### src/rtl/uart_bus_master.sv
// uart_bus_master: parses 'W'/'R' byte frames from the UART receiver,
// runs one peripheral bus transaction and returns status or read data.
module uart_bus_master #(
    parameter int unsigned TIMEOUT_CYCLES = 255,
    parameter logic [7:0]  CMD_WRITE      = 8'h57,
    parameter logic [7:0]  CMD_READ       = 8'h52
) (
    input  logic        clk,
    input  logic        resetn,
    input  logic [7:0]  rx_data,
    input  logic        rx_valid,
    output logic [7:0]  tx_data,
    output logic        tx_start,
    input  logic        tx_busy,
    output logic [31:0] bus_addr,
    output logic [31:0] bus_wdata,
    output logic        bus_we,
    output logic        bus_valid,
    input  logic [31:0] bus_rdata,
    input  logic        bus_ready,
    output logic        busy
);
    typedef enum logic [2:0] {
        S_IDLE,
        S_ADDR,
        S_DATA,
        S_BUS,
        S_RESP,
        S_TXWAIT
    } state_t;

    localparam logic [15:0] TMO_LAST = 16'(TIMEOUT_CYCLES - 1);

    state_t      state;
    state_t      state_nx;
    logic [1:0]  cnt;
    logic [15:0] tcnt;
    logic [31:0] rdata_q;
    logic        err;
    logic [1:0]  ridx;
    logic        skip;

    logic        is_cmd;
    logic        last_byte;
    logic        tmo;
    logic        more;
    logic [7:0]  resp_byte;

    always_ff @(posedge clk) begin
        if (!resetn) begin
            state <= S_IDLE;
        end else begin
            state <= state_nx;
        end
    end

    always_comb begin
        state_nx = state;
        unique case (state)
            S_IDLE:   if (rx_valid && is_cmd) state_nx = S_ADDR;
            S_ADDR:   if (last_byte) state_nx = bus_we ? S_DATA : S_BUS;
            S_DATA:   if (last_byte) state_nx = S_BUS;
            S_BUS:    if (bus_ready || tmo) state_nx = S_RESP;
            S_RESP:   if (!tx_busy) state_nx = S_TXWAIT;
            S_TXWAIT: begin
                if (!skip && !tx_busy) state_nx = more ? S_RESP : S_IDLE;
            end
            default:  state_nx = S_IDLE;
        endcase
    end

    always_comb begin
        is_cmd    = (rx_data == CMD_WRITE) || (rx_data == CMD_READ);
        last_byte = rx_valid && (cnt == 2'd3);
        tmo       = (tcnt == TMO_LAST);
        more      = !err && !bus_we && (ridx != 2'd3);
        bus_valid = (state == S_BUS);
        busy      = (state != S_IDLE);
        // Error wins over write ack; reads stream rdata MSB first.
        if (err) begin
            resp_byte = 8'h45;
        end else if (bus_we) begin
            resp_byte = 8'h4B;
        end else begin
            unique case (ridx)
                2'd0:    resp_byte = rdata_q[31:24];
                2'd1:    resp_byte = rdata_q[23:16];
                2'd2:    resp_byte = rdata_q[15:8];
                default: resp_byte = rdata_q[7:0];
            endcase
        end
    end

    always_ff @(posedge clk) begin
        if (!resetn) begin
            bus_addr  <= '0;
            bus_wdata <= '0;
            bus_we    <= 1'b0;
            tx_data   <= '0;
            tx_start  <= 1'b0;
            cnt       <= '0;
            tcnt      <= '0;
            rdata_q   <= '0;
            err       <= 1'b0;
            ridx      <= '0;
            skip      <= 1'b0;
        end else begin
            tx_start <= 1'b0;
            tcnt     <= '0;
            unique case (state)
                S_IDLE: begin
                    cnt <= 2'd0;
                    if (rx_valid && is_cmd) begin
                        bus_we <= (rx_data == CMD_WRITE);
                    end
                end
                S_ADDR: begin
                    if (rx_valid) begin
                        bus_addr <= {bus_addr[23:0], rx_data};
                        cnt      <= cnt + 2'd1;
                    end
                end
                S_DATA: begin
                    if (rx_valid) begin
                        bus_wdata <= {bus_wdata[23:0], rx_data};
                        cnt       <= cnt + 2'd1;
                    end
                end
                S_BUS: begin
                    tcnt <= tcnt + 16'd1;
                    ridx <= 2'd0;
                    if (bus_ready) begin
                        rdata_q <= bus_rdata;
                        err     <= 1'b0;
                    end else if (tmo) begin
                        err <= 1'b1;
                    end
                end
                S_RESP: begin
                    if (!tx_busy) begin
                        tx_data  <= resp_byte;
                        tx_start <= 1'b1;
                        skip     <= 1'b1;
                    end
                end
                S_TXWAIT: begin
                    // tx_busy may lag tx_start by a cycle, so the first cycle is ignored.
                    skip <= 1'b0;
                    if (!skip && !tx_busy && more) begin
                        ridx <= ridx + 2'd1;
                    end
                end
                default: ;
            endcase
        end
    end
endmodule
### config.mk
export PLATFORM = sky130hd
export DESIGN_NAME = uart_bus_master
export DESIGN_NICKNAME = d
export VERILOG_FILES = /design/src/rtl/uart_bus_master.sv
export SDC_FILE = /design/constraint.sdc
export NUM_CORES = 1
export LEC_CHECK = 0
export CAP_MARGIN = 40
export CORE_MARGIN = 4
export CORE_UTILIZATION = 39
export DETAILED_ROUTE_END_ITERATION = 10
export DONT_BUFFER_PORTS = 1
export HOLD_SLACK_MARGIN = 0.05
export PLACE_DENSITY_LB_ADDON = 0.08
export SYNTH_ARGS = -nofsm -noshare
export SYNTH_HDL_FRONTEND = slang
export SYNTH_SLANG_ARGS = --single-unit
### constraint.sdc
create_clock -name clk -period 3.3 [get_ports clk]
set_input_delay 0.495 -clock clk [delete_from_list [all_inputs] [get_ports clk]]
set_output_delay 0.495 -clock clk [all_outputs]
set_load 0.05 [all_outputs]
==> qor.yml <==
fillers: 1377
cp.required_ps: 3640
p_leak_nw: 2.04
post-route-period-util_pct: 69.9
grt_pass1_wl_mm: 21.0
pwr-share-seq_pct: 46.1
reg2reg_depth: 5
avgSynthCellArea_um2: 8.37
synth_seq_cells: 131
pre_cts_ws_ps: 992
root_buffer: "clkbuf_16"
reg2reg_slack_ps: 990
start_kind: "register"
power_density_mw_per_mm2: 569
drive_gt1_share_pct: 7.00
cts_hold_buffers: 0
skew_ps: 5.23
maxSlewViolCount: 0
hpwl_mm: 8.77
syn_area_mm2: 0.00542
slew_headroom_pct: 53.2
synthTopCellsByCount: "nand2_1, dfxtp_1, a21boi_0"
setup-violations-final: 0
cp-startpoint: "state[2]$_SDFFE_PN0P_"
endpoint_kind: "register"
hold_viol_final: 0
drt_iter0_drc: 306
postRouteAntennaNets: 0
cts_tree: "done"
num_rows: 42
internal_power_w: 0.00276
clk-insertion-delay-late_ps: 410
worst_slack_ps: 992
synth_edf_count: 0
timing.fmax_ghz: 0.433
regArea_mm2: 0.00262
crit_type: "reg -> reg"
cp_top_family: "simple AND/OR/NAND/NOR gates"
clk_pin_slew_ps: 50
dieArea_mm2: 0.0159
n_antenna_cell: 0
io_pins: 121
cp.arrival_ps: 2650
synth_cell_types: 41
antenna_found_initial: 0
seq_area_frac_synth_pct: 48.4
drt_pre_antenna_iters: 6
grt_pass1_vias: 4208
clkPwrFrac_pct: 51.8
post-route-min-period_ps: 2310
cts_resized: 0
p_sw_share_pct: 20.6
power_frac_comb_pct: 2.1
holdCritPathClass: "in -> reg"
ys.flop_type: "dfxtp_1"
numCtsBuffers: 17
cp-endpoint: "rdata_q[26]$_SDFFE_PN0P_"
htree_levels: 4
path_buf_inv: 1
synth_largest_area_cell: "dfxtp_1"
slowest_stage: "nor2_2"
vias_per_cell: 5.21
port_buffers: 0
grt_usage_pct: 16.2
synthArstFlopShare_pct: 0
die_y_um: 126
start_util_pct: 40.3
worstPathMaxFanout: 19
die-width_um: 126
rr_startpoint: "state[2]$_SDFFE_PN0P_"
cts_setup_buffers: 0
max_stage_delay_ps: 650
layout.nets: 683
drc: 0
cp.depth: 5
ir_drop_uv: 334
synthCells: 648
drv_cap: 0
gp_congestion: 0.752
outcome: "complete, no violations"
yosysTopAreaCellShare_pct: 48.4
ys_top_cells_by_area: "dfxtp_1, nand2_1, a21boi_0"
clk_path_buf_depth: 2
synthesis.nets: 700
grt_start_max_net_pins: 117
r2r-end: "rdata_q[26]$_SDFFE_PN0P_"
tightest_slew_ps: 702
cts_num_sinks: 131
core_area_mm2: 0.0135
rsz0062_at_grt: "false"
overflow: 0
synth_most_common_cell: "nand2_1"
syn2layout_area_growth_pct: 12.7
tns_ps: 0
vias: 4265
yosysWarnings: 0
multi_input_area_mm2: 0.00259
power.switching_w: 0.000717
wire_per_inst_um: 15.7
drt_wl_total_mm: 12.9
cp_cell_sequence: "nor2_2, and2_1, buf_4, nand2_1, a21boi_0"
==> power groups by stage <==
stage | clock network, W | logic, W | registers (W)
floorplan | 0 | 0.0000718 | 0.00164
global placement | 0 | 0.0000730 | 0.00164
detailed placement | 0 | 0.0000733 | 0.00164
CTS | 0.00185 | 0.0000735 | 0.00160
global route | 0.00192 | 0.0000796 | 0.00160
finish | 0.00180 | 0.0000727 | 0.00160
==> cell type report <==
| cell class | count | area share, % |
|---|---|---|
| Clock inverter | 9 | 1.74 |
| Tap cell | 176 | 3.60 |
| Inverter | 9 | 0.553 |
| Timing Repair Buffer | 9 | 1.23 |
| Multi-Input combinational cell | 463 | 42.4 |
| Sequential cell | 131 | 42.9 |
| Clock buffer | 22 | 7.60 |
==> flip-flops by register name, summed over array words and instances, names as in the netlist, 2 cells and up <==
name       flops
bus_addr      32
bus_wdata     32
rdata_q       32
tcnt          16
tx_data        8
state          3
cnt            2
ridx           2
==> worst min path at each step <==
| stage | from | endpoint | slack, ps | cells after the start |
|---|---|---|---|---|
| 2_1_floorplan | tcnt[0]$_SDFF_PN0_ | tcnt[0]$_SDFF_PN0_ | 430 | 1 |
| 3_3_place_gp | tcnt[0]$_SDFF_PN0_ | tcnt[0]$_SDFF_PN0_ | 440 | 1 |
| 3_5_place_dp | rdata_q[1]$_SDFFE_PN0P_ | rdata_q[1]$_SDFFE_PN0P_ | 450 | 2 |
| 4_1_cts | resetn | err$_SDFFE_PN0P_ | 180 | 2 |
| 5_1_grt | bus_rdata[22] | rdata_q[22]$_SDFFE_PN0P_ | 200 | 2 |
| 6_report | bus_rdata[27] | rdata_q[27]$_SDFFE_PN0P_ | 220 | 2 |
==> layer usage <==
metal / share of wire, % / wire, um / track usage (%) / vias up
li1: - / - / - / 2143
met1: 43 / 5530 / 18.7 / 1998
met2: 48 / 6150 / 26.9 / 114
met3: 8.5 / 1100 / 7.62 / 10
met4: 0.85 / 109 / 5.11 / 0
met5: 0 / 0 / 0 / -
==> cell usage in the layout (no fill, tap or decap), drive strengths merged, types with 9 or more instances in the layout <==
cell / Yosys / final
buf: 15 / 9
a21oi: 14 / 14
clkbuf: 30 / 22
nand2: 216 / 216
xor2: 10 / 10
o21ai: 15 / 15
inv: 9 / 9
nor2: 20 / 20
dfxtp: 131 / 131
a21boi: 98 / 98
==> kinds of logic after synthesis <==
group	synth area share, %
compound gates	20.6
simple gates	22.9
xor+xnor	2.10
flops	48.4
fa+ha+maj	1.98
buf+inv	4.06
==> stage by stage <==
step                      power, W  hold WS [ps]  util, %  instance area, um^2  std cells
after floorplan            0.00171           425        -                 5420        648
after global placement     0.00171           436     41.1                 5530        787
after detailed placement   0.00171           448     41.2                 5540        788
after CTS                  0.00353           184     45.4                 6110        819
after global routing       0.00360           195     45.4                 6110        819
final                      0.00348           215     45.4                 6110        819
Note: power is estimated with default switching activity, not from simulation.
